File: src/rtl/uart_rx_fifo_ctrl.sv
// RX-side FIFO controller for a 16550-style UART: FCR decode, RX FIFO push/pop, LSR DR/OE, RDA/CTO irqs (UART_RX_TIMEOUT_EN adds the char timeout).
// Latency: push/pop/read data/DR/RDA are combinational; OE, CTO, FIFO enable, trigger level and clear pulses are registered (1 cycle).
// Backpressure: none toward the receiver; a character hitting a full FIFO or occupied holding register is dropped/overwritten and flagged as overrun.
module uart_rx_fifo_ctrl #(
  parameter int BITS_PER_CHAR = 10,
  parameter int TIMEOUT_CHARS = 4
) (
  input  logic       clk,
  input  logic       rst,
  input  logic       fcr_wr,
  input  logic [7:0] fcr_din,
  input  logic       rx_valid,
  input  logic [7:0] rx_data,
  input  logic       rbr_rd,
  input  logic       lsr_rd,
  input  logic       bit_tick,
  input  logic [7:0] rxf_dout,
  input  logic       rxf_empty,
  input  logic       rxf_full,
  input  logic       rxf_thre_trigger,
  output logic       rxf_en,
  output logic       rxf_push,
  output logic       rxf_pop,
  output logic [7:0] rxf_din,
  output logic [3:0] rxf_threshold,
  output logic       rxf_clr,
  output logic       txf_clr,
  output logic       fifo_en,
  output logic [7:0] rbr_dout,
  output logic       data_ready,
  output logic       overrun_err,
  output logic       irq_rda,
  output logic       irq_cto
);

  typedef enum logic {
    ST_RUN   = 1'b0,
    ST_CLEAR = 1'b1
  } state_e;

  state_e     state_q;
  logic       fifo_en_q;
  logic       fifo_en_d;
  logic [3:0] thr_q;
  logic [3:0] thr_d;
  logic       rxf_clr_q;
  logic       txf_clr_q;
  logic       rx_clr_req;
  logic       tx_clr_req;
  logic       in_clear;

  logic       push;
  logic       pop;

  logic [7:0] hold_q;
  logic [7:0] hold_d;
  logic       hold_vld_q;
  logic       hold_vld_d;

  logic       ovr_q;
  logic       ovr_d;
  logic       ovr_set;

  // FCR[5:3] carry DMA mode / reserved bits that this block does not use.
  logic       unused_fcr;
  assign unused_fcr = ^fcr_din[5:3];

  // Decode an FCR write into next enable, trigger level and clear requests.
  // A change of the enable bit flushes both FIFOs, as on the 16550.
  always_comb begin
    fifo_en_d  = fifo_en_q;
    thr_d      = thr_q;
    rx_clr_req = 1'b0;
    tx_clr_req = 1'b0;
    if (fcr_wr) begin
      fifo_en_d = fcr_din[0];
      case (fcr_din[7:6])
        2'b00:   thr_d = 4'd1;
        2'b01:   thr_d = 4'd4;
        2'b10:   thr_d = 4'd8;
        default: thr_d = 4'd14;
      endcase
      rx_clr_req = fcr_din[1] | (fcr_din[0] != fifo_en_q);
      tx_clr_req = fcr_din[2] | (fcr_din[0] != fifo_en_q);
    end
  end

  // Config registers and RUN/CLEAR sequencer; the CLEAR cycle coincides with the rxf_clr pulse.
  // A write landing in CLEAR that again requests an RX clear re-enters CLEAR for one more cycle.
  always_ff @(posedge clk) begin
    if (!rst) begin
      state_q   <= ST_RUN;
      fifo_en_q <= 1'b0;
      thr_q     <= 4'd1;
      rxf_clr_q <= 1'b0;
      txf_clr_q <= 1'b0;
    end else begin
      fifo_en_q <= fifo_en_d;
      thr_q     <= thr_d;
      rxf_clr_q <= rx_clr_req;
      txf_clr_q <= tx_clr_req;
      case (state_q)
        ST_RUN:   state_q <= rx_clr_req ? ST_CLEAR : ST_RUN;
        ST_CLEAR: state_q <= rx_clr_req ? ST_CLEAR : ST_RUN;
      endcase
    end
  end

  assign in_clear = (state_q == ST_CLEAR);

  // FIFO handshake: blocked entirely while the FIFO is being cleared.
  // A push into a full FIFO is suppressed even when a pop frees a slot this
  // same cycle, since the FIFO's full flag is the only status it gives us.
  assign push = fifo_en_q & ~in_clear & rx_valid & ~rxf_full;
  assign pop  = fifo_en_q & ~in_clear & rbr_rd & ~rxf_empty;

  // Single holding register used when the FIFO is disabled; new data always
  // wins over a simultaneous read so the flag never drops on fresh data.
  always_comb begin
    hold_d     = hold_q;
    hold_vld_d = hold_vld_q;
    if (in_clear || fifo_en_q) begin
      hold_vld_d = 1'b0;
    end else if (rx_valid) begin
      hold_d     = rx_data;
      hold_vld_d = 1'b1;
    end else if (rbr_rd) begin
      hold_vld_d = 1'b0;
    end
  end

  // Overrun: character lost to a full FIFO or an unread holding register.
  // Characters arriving during CLEAR are discarded silently. Set beats clear.
  always_comb begin
    ovr_set = ~in_clear & rx_valid & (fifo_en_q ? rxf_full : hold_vld_q);
    ovr_d   = ovr_q;
    if (ovr_set) begin
      ovr_d = 1'b1;
    end else if (lsr_rd) begin
      ovr_d = 1'b0;
    end
  end

  // Holding register and overrun flag state.
  always_ff @(posedge clk) begin
    if (!rst) begin
      hold_q     <= 8'd0;
      hold_vld_q <= 1'b0;
      ovr_q      <= 1'b0;
    end else begin
      hold_q     <= hold_d;
      hold_vld_q <= hold_vld_d;
      ovr_q      <= ovr_d;
    end
  end

`ifdef UART_RX_TIMEOUT_EN
  localparam int CTO_MAX = TIMEOUT_CHARS * BITS_PER_CHAR;
  localparam int CTO_W   = $clog2(CTO_MAX + 1);
  localparam logic [CTO_W-1:0] CTO_LIMIT = CTO_W'(CTO_MAX);

  logic [CTO_W-1:0] cto_cnt_q;
  logic [CTO_W-1:0] cto_cnt_d;
  logic             cto_q;
  logic             cto_d;
  logic             cto_hit;

  // Idle bit-time counter: runs only while data sits untouched in the FIFO,
  // restarts on any FIFO activity and saturates at the timeout limit.
  always_comb begin
    cto_cnt_d = cto_cnt_q;
    cto_hit   = 1'b0;
    if (in_clear || push || pop || rxf_empty || !fifo_en_q) begin
      cto_cnt_d = '0;
    end else if (bit_tick && (cto_cnt_q != CTO_LIMIT)) begin
      cto_cnt_d = cto_cnt_q + 1'b1;
      cto_hit   = (cto_cnt_d == CTO_LIMIT);
    end
  end

  // Timeout interrupt: CPU read, new data or a clear acknowledge it.
  always_comb begin
    cto_d = cto_q;
    if (in_clear || rbr_rd || push) begin
      cto_d = 1'b0;
    end else if (cto_hit) begin
      cto_d = 1'b1;
    end
  end

  // Timeout counter and interrupt state.
  always_ff @(posedge clk) begin
    if (!rst) begin
      cto_cnt_q <= '0;
      cto_q     <= 1'b0;
    end else begin
      cto_cnt_q <= cto_cnt_d;
      cto_q     <= cto_d;
    end
  end

  assign irq_cto = cto_q;
`else
  // Timeout logic not built: the tick input and sizing parameters are unused.
  logic unused_cto;
  assign unused_cto = bit_tick ^ ((TIMEOUT_CHARS * BITS_PER_CHAR) == 0);
  assign irq_cto    = 1'b0;
`endif

  assign rxf_en        = fifo_en_q;
  assign fifo_en       = fifo_en_q;
  assign rxf_threshold = thr_q;
  assign rxf_clr       = rxf_clr_q;
  assign txf_clr       = txf_clr_q;
  assign rxf_push      = push;
  assign rxf_pop       = pop;
  assign rxf_din       = rx_data;
  assign overrun_err   = ovr_q;

  // CPU-facing read data and status muxed by mode.
  assign rbr_dout   = fifo_en_q ? (rxf_empty ? 8'd0 : rxf_dout) : hold_q;
  assign data_ready = fifo_en_q ? ~rxf_empty : hold_vld_q;
  assign irq_rda    = fifo_en_q ? rxf_thre_trigger : hold_vld_q;

endmodule
File: config.mk
export PLATFORM = sky130hd
export DESIGN_NAME = uart_rx_fifo_ctrl
export DESIGN_NICKNAME = d
export VERILOG_FILES = /design/src/rtl/uart_rx_fifo_ctrl.sv
export SDC_FILE = /design/constraint.sdc
export NUM_CORES = 1
export LEC_CHECK = 0
export BUFFER_PORTS_ARGS = -buffer_cell sky130_fd_sc_hd__buf_2
export CAP_MARGIN = 20
export CORE_MARGIN = 5
export CORE_UTILIZATION = 40
export DETAILED_ROUTE_END_ITERATION = 7
export HOLD_SLACK_MARGIN = 0.1
export PLACE_DENSITY = 0.82
export SLEW_MARGIN = 0
export SYNTH_ARGS = -nofsm -noshare
export SYNTH_HDL_FRONTEND = slang
export SYNTH_SLANG_ARGS = --single-unit
File: constraint.sdc
create_clock -name clk -period 1.35 [get_ports clk]
set_input_delay 0.27 -clock clk [delete_from_list [all_inputs] [get_ports clk]]
set_output_delay 0.27 -clock clk [all_outputs]
set_load 0.05 [all_outputs]
Word level (Yosys, flattened, before mapping)
Index checks and enable logic that the tools add are counted.
{ "op_classes": {"eq_ne": 3, "muxes": 12, "n_bitwise": 14, "n_reduce_logical": 7} }
{ "op_table": {"columns": ["op", "n"], "rows": [
  ["$mux W8", 2],
  ["$pmux W4 S3", 1],
  ["$mux W1", 9],
  ["$and A1 B1 Y1", 7],
  ["$not A1 Y1", 5],
  ["$reduce_and A2 Y1", 2],
  ["$reduce_bool A2 Y1", 2],
  ["$eq A2 B1 Y1 const B", 1],
  ["$eq A2 B2 Y1 const B", 1],
  ["$logic_not A2 Y1", 1],
  ["$or A1 B1 Y1", 2],
  ["$reduce_or A2 Y1", 1],
  ["$logic_or A1 B1 Y1", 1],
  ["$ne A1 B1 Y1", 1]
]} }
{ "word_totals": {"regBits": 18, "inputBits": 34, "elab_cells": 44} }

Longest topological paths before layout
Gate-level depths: netlist of the first run.
{ "logic_depth": {"word_depth": 4, "mapped_depth": 4, "mapped_depth_nobuf": 2} }

Least setup slack after synthesis of the first run
Ideal clock, no wire load.
{ "synth_timing": {"path_type": "register to output", "from": "reg fifo_en_q, in the netlist fifo_en", "to": "out rxf_push", "arrival_time_ns": 2.356, "path_slack_ns": -1.276, "path_stages_with_launch": 3, "n_path_buf": 1, "cell_sequence": "dfxtp_1 -> buf_6 -> nor4bb_1"} }
{ "synth_between": {"elab_chain_len": 3} }
{ "synth_lines": {"columns": ["item", "line_no", "source"], "rows": [
  ["start: declaration", "42", "logic fifo_en_q;"],
  ["start signal: assignment", "98", "fifo_en_q <= fifo_en_d;"],
  ["$and A1 B1 Y1 (3 in series)", "114", "assign push = fifo_en_q & ~in_clear & rx_valid & ~rxf_full;"],
  ["end: declaration", "22", "output logic rxf_push,"]
]} }
Every way passes these cells.

Final worst setup path of the first run
{ "layout_timing": {"from": "reg fifo_en_q, in the netlist fifo_en", "to": "out rbr_dout[4]"} }
{ "layout_between": {"elab_chain_len": 1} }
{ "layout_lines": {"columns": ["item", "line_no", "source"], "rows": [
  ["$mux W8", "221", "assign rbr_dout = fifo_en_q ? (rxf_empty ? 8'd0 : rxf_dout) : hold_q;"],
  ["end: declaration", "29", "output logic [7:0] rbr_dout,"]
]} }
Every way passes these cells.

==> summary.md, run 1 <==
| Metric | Value |
|---|---|
| DRC viols | 0 |
| Final wirelength | approximately 2300 um |
| Routed WL per cell | between 10 and 15 um |
| Worst Path Max Fanout | 8 |
| Worst min-delay path category | in -> reg |
| Adder-cell share of the synthesized area | 0 |
| Worst EP required | about 1.1 ns |
| Top cell type's share of synthesized area | 0.368 |
| H-tree depth | 1 |
| Register area share after synthesis | 0.368 |
| Fmax | roughly 640 MHz |
| Synth-to-layout area growth | 54.4% |
| Violated checks | negative setup slack |
| CTS tree | done |
| Final worst path period share | 1.16 |
| Root buffer cell | clkbuf_4 |
| Skew final | between 0.005 and 0.006 ns |
| # nets final | about 190 |
| Final setup viols | 12 |
| Vias in the first global route | approximately 960 |
| Yosys top cell by area | dfxtp_1 |
| Mux share of post-synthesis cell area | 0.142 |
| Initial antenna violation count | 0 |
| Min cycle time layout | 1.57 ns |
| Clk pin slew, worst setup/hold paths | roughly 0.090 ns |
| Simple-gate area share of the yosys netlist | 0.192 |
| Final Hold Vio Count | 0 |
| Antenna diode count | 0 |
| Largest net degree at the start of global routing | 26 |
| Final WS setup | -0.216 ns |
| Initial Util | 0.418 |
| GR Util All Layers | 0.151 |
| Leakage | about 0.7 nW |
| Synth Instances | 100 |
| CTS max path bufs | 2 |
| Overflow after GRT | 0 |
| Filler instances | slightly below 200 |
| VDD IR-drop max | about 0.00064 V |
| ANT nets after route | 0 |
| Die Y | about 58 um |
| Port bufs | 58 |
| Slew Viols, Final | 0 |
| Cts bufs inserted | 3 |
| Top FF cell, synth | dfxtp_1 |
| Mapped Nets | 134 |
| # clock sinks | 17 |
| Largest cells by area after synthesis | dfxtp_1 (37%), mux2i_1 (13%), buf_4 (8.1%) |
| Yosys reg bits | 17 |
| XOR/XNOR share of the synthesized area | 0.00947 |
| DR vias | about 850 |
| WS Path Type | reg -> out |
| Syn_area_per_cell | 9.25 sq um |
| Clock latency on the worst-skew pair | approximately 0.28 ns |
| Final Power | ~1.4 mW |
| Layout cell share with drive strength beyond 1 | 0.553 |
| Critical path startpoint category | flop |
| IO Count | 64 |
| PwrDens | 962 mW/mm^2 |
| Yosys cell types | 28 |
| Detailed Routing Iterations Pass 1 | 4 |
| EDFF count, synth | 0 |
| Vias per cell | roughly 4.8 |
| WP data arrival | 1.30 ns |
| Chip Width | just under 60 um |
| Synth Area in Compound Gates | 0.133 |
| CORE AREA | roughly 0.0022 sq mm |
| Max_cap viols | 0 |
| Place WS | -0.00271 ns |
| Async SR Flop Fraction | 0 |
| Die area | approximately 0.0034 sq mm |
| First-pass GRT wire length | 3960 um |
| Final GP Congestion | 0.748 |
| Largest family of logic cells by synthesized area | simple AND/OR/NAND/NOR gates |
| Hold_buf cts | 0 |
| DP HPWL | 1780 um |
| Crit end category | output port |
| RSZ-0062 raised after global routing | yes |
| Row cnt | 17 |
| Outcome | complete, but fails checks |
| Drt initial violations | 7 |
| Synthesized area | ~920 sq um |
| Synth warnings | 0 |
==> state kept, by name (all words and copies together), names as in the netlist <==
signal and flops:
overrun_err 1, txf_clr 1, hold_q 8, hold_vld_q 1
fifo_en 1, in_clear 1, rxf_threshold 4
==> power by group <==
part | internal [mW] | total [mW] | switching, mW
clock network | 0.115 | 0.270 | 0.155
registers | 0.533 | 0.559 | 0.0258
logic | 0.221 | 0.544 | 0.322
==> per-stage QoR <==
step	cells	TNS, ns	utilization	hold WS, ns	cell area [sq um]
2_1_floorplan	100	-0.714	-	0.389	981
3_3_place_gp	173	0	0.551	0.443	1220
3_5_place_dp	173	-0.00271	0.551	0.450	1220
4_1_cts	178	-2.29	0.645	0.196	1430
5_1_grt	178	-2.76	0.645	0.198	1430
6_report	178	-2.18	0.645	0.207	1430
==> Yosys cell counts (all sizes together) (2+ instances only) <==
cell / count
a21oi: 2
a22o: 7
buf: 17
dfxtp: 17
inv: 3
mux2i: 12
nand2: 18
nand3b: 2
nor2: 2
nor2b: 5
o21ai: 2
==> repair_timing <==
action / in CTS / in global routing
setup endpoints to repair: 14 / 12
gates resized for setup: 44 / 0
gates cloned: 0 / 0
pin swaps: 8 / 0
buffers inserted: 2 / 0
==> critical path, stage by stage (launching register included) <==
cell     delay (ns)
dfxtp_4        0.37
nor2b_4        0.14
buf_12         0.14
a22o_4         0.22
buf_8          0.15
==> routing by layer <==
| layer | track usage | wire length (um) | vias up |
|---|---|---|---|
| li1 | - | - | 428 |
| met1 | 0.154 | 892 | 387 |
| met2 | 0.284 | 1290 | 29 |
| met3 | 0.0356 | 151 | 2 |
| met4 | 0.0728 | 19 | 0 |
| met5 | 0 | 0 | - |
==> final timing paths <==
check / startpoint / end / slack [ns] / depth (start not counted)
min: fcr_din[1] / in_clear / 0.21 / 3
max reg2reg: fifo_en / hold_q[6] / 0.15 / 4
min reg2reg: hold_q[0] / hold_q[0] / 0.48 / 2
max: fifo_en / rbr_dout[4] / -0.22 / 4
==> cell families after synthesis <==
| family | Yosys count |
|---|---|
| multiplexers | 13 |
| AND/OR/NAND/NOR | 32 |
| AO/OA/AOI/OAI | 16 |
| buffers and inverters | 20 |
| other | 1 |
| XOR/XNOR | 1 |
| flip-flops | 17 |
==> placed cells by master (no fill, tap or decap) <==
cell        n
o21ai_0     2
inv_2       1
xnor2_1     1
clkbuf_4    3
o2bb2ai_4   1
nor2b_1     4
inv_1       2
buf_8      10
dfxtp_2     1
nor4bb_4    1
buf_2      44
conb_1      1
a21boi_0    1
o211a_1     1
a22o_4      7
nand2b_1    1
nand2_1    18
and3b_2     1
nor2b_4     1
dfxtp_1    15
buf_4       6
a21o_4      1
a21oi_1     2
clkbuf_1    1
buf_6       2
nand3_1     1
dfxtp_4     1
nand3b_1    2
nor3b_4     1
mux2_4      1
nor2_1      2
buf_12      1
mux2i_1    12
o21a_1      1
==> area by class of cell <==
cell class / instances / area [sq um] / area share
Clock buffer: 4 / 26.3 / 0.0184
Inverter: 3 / 11.3 / 0.00789
Multi-Input combinational cell: 63 / 552 / 0.387
Sequential cell: 17 / 345 / 0.242
Tap cell: 28 / 35.0 / 0.0245
Timing Repair Buffer: 63 / 458 / 0.321
Note: power is estimated with default switching activity, not from simulation.
==> inputs of run 2 (changes only) <==
--- a/config.mk
+++ b/config.mk
@@ -7,10 +7,11 @@
 export LEC_CHECK = 0
 export BUFFER_PORTS_ARGS = -buffer_cell sky130_fd_sc_hd__buf_2
 export CAP_MARGIN = 20
-export CORE_MARGIN = 5
+export CORE_MARGIN = 2
 export CORE_UTILIZATION = 40
 export DETAILED_ROUTE_END_ITERATION = 7
 export HOLD_SLACK_MARGIN = 0.1
+export MAX_ROUTING_LAYER = met4
 export PLACE_DENSITY = 0.82
 export SLEW_MARGIN = 0
 export SYNTH_ARGS = -nofsm -noshare
==> summary.md, run 2 (same netlist as run 1, synthesis figures left out) <==
| Metric | Value |
|---|---|
| Slew Viols, Final | 0 |
| Switching Fraction | 0.364 |
| Worst EP required | roughly 1.1 ns |
| Clock latency on the worst-skew pair | 0.28 ns |
| DR vias | slightly below 900 |
| Final setup viols | 12 |
| CTS max path bufs | 2 |
| Vias in the first global route | 880 |
| IO Count | 64 |
| Combinational fraction of design power | 0.404 |
| Crit end category | output port |
| Antenna diode count | 0 |
| Layout cell share with drive strength beyond 1 | 0.559 |
| Metal-1 WL | about 830 um |
| Max reg flops | 8 |
| P_int | 878 uW |
| Final Hold Vio Count | 0 |
| Detailed Routing Iterations Pass 1 | 4 |
| Leading cell types in the layout, fill and taps excluded | buf_2 (44), nand2_1 (18), dfxtp_1 (15) |
| Largest net degree at the start of global routing | 13 |
| WP data arrival | 1.30 ns |
| Switch Pwr | between 500 and 600 uW |
| # nets final | 187 |
| Fmax | 638 MHz |
| Leakage | between 0.7 and 0.8 nW |
| Final worst path period share | 1.16 |
| Outcome | complete, but fails checks |
| Drt initial violations | 5 |
| Met2 routed WL | ~1400 um |
| Initial antenna violation count | 0 |
| Skew final | 0.00275 ns |
| Commonest non-fill, non-tap cell in the layout | buf_2 |
| Cts bufs inserted | 3 |
| Routed WL per cell | about 13 um |
| Clk pwr share | 0.191 |
| Biggest register | hold_q |
| Final wirelength | between 2000 and 2500 um |
| Clk pin slew, worst setup/hold paths | 0.10 ns |
| RSZ-0062 raised after global routing | yes |
| Worst Path Max Fanout | 8 |
| Max_cap viols | 0 |
| DP HPWL | 1640 um |
| GR Util All Layers | 0.187 |
| CORE AREA | around 0.0022 sq mm |
| Chip Width | 52.1 um |
| Placed Area | 0.00123 sq mm |
| CTS tree | done |
| Final WS setup | -0.217 ns |
| Post-route cell area | 0.00146 sq mm |
| Final core utilization | 0.668 |
| Die area | ~0.0027 sq mm |
| Overflow after GRT | 0 |
| Post-Layout Cell Count | 180 |
| Setup TNS Final | -2.14 ns |
| Place WS | approximately 0.027 ns |
| Highest routed layer | met4 |
| Initial Util | 0.422 |
| Reg power frac | 0.405 |
| Min cycle time layout | between 1.5 and 2 ns |
| Die Y | between 50 and 60 um |
| Port bufs | just under 60 |
| H-tree depth | 1 |
| Vias per cell | a little under 5 |
| Cells after DPL | 174 |
| PwrDens | 945 mW/mm^2 |
| Synth-to-layout area growth | 58.2% |
| WS Path Type | reg -> out |
| DRC viols | 0 |
| Row cnt | 17 |
| Violated checks | negative setup slack |
| Root buffer cell | clkbuf_4 |
| Reg-to-reg slack, setup | 0.14 ns |
| ANT nets after route | 0 |
| # clock sinks | 17 |
| Worst min-delay path category | in -> reg |
| Met3 routed WL | about 87 um |
| Critical path startpoint category | flop |
| Final GP Congestion | 0.774 |
| VDD IR-drop max | between 0.0005 and 0.0006 V |
| First-pass GRT wire length | ~3700 um |
-- run 2: changes by cell type in the layout (fill, tap and decap cells not counted), sizes merged --
cell    delta
inv        -1
buf        +2
clkinv     +1
-- run 2: area by class of cell --
cell class              instances  area (sq um)
clock buffers                   4          26.3
fillers                       182           728
inverters                       3          23.8
multi-input cells              63           552
flip-flops and latches         17           345
well taps                      28          35.0
repair buffers                 65           480
-- run 2: path summary, 6_finish.rpt --
kind                                  from           to  cells past startpoint
worst max-delay path               fifo_en  rbr_dout[3]                      4
worst max register to register     fifo_en    hold_q[1]                      4
worst min register to register   hold_q[7]    hold_q[7]                      2
worst min-delay path            fcr_din[2]      txf_clr                      3
-- run 2: critical path: stages, from the launching register on --
cell and delay [ns]:
dfxtp_4 0.37, nor2b_4 0.13, buf_12 0.14, a22o_4 0.23, buf_8 0.15
-- run 2: per-layer routing --
layer  vias to the layer above  GRT usage
met5                         -          -
met4                         0     0.0833
met3                         4    0.00862
met2                        27      0.346
met1                       411      0.205
li1                        430          -
-- run 2: timing repair --
action,in CTS,in global routing
hold buffers,0,0
setup buffers,1,1
pin swaps,7,2
endpoints found under the setup margin,14,14
gates resized for setup,41,10
-- run 2: per-stage QoR --
stage | total power [mW] | hold WS [ns]
CTS | 1.37 | 0.206
detailed placement | 1.02 | 0.455
finish | 1.38 | 0.211
global placement | 1.02 | 0.445
global route | 1.45 | 0.223
floorplan | 0.931 | 0.389
-- run 2: power by group through the flow --
stage / clock network [mW] / registers, mW / logic (mW)
after global placement: 0 / 0.566 / 0.450
after CTS: 0.274 / 0.559 / 0.542
final: 0.264 / 0.559 / 0.558
after detailed placement: 0 / 0.568 / 0.457
after floorplan: 0 / 0.610 / 0.321
after global routing: 0.296 / 0.564 / 0.586
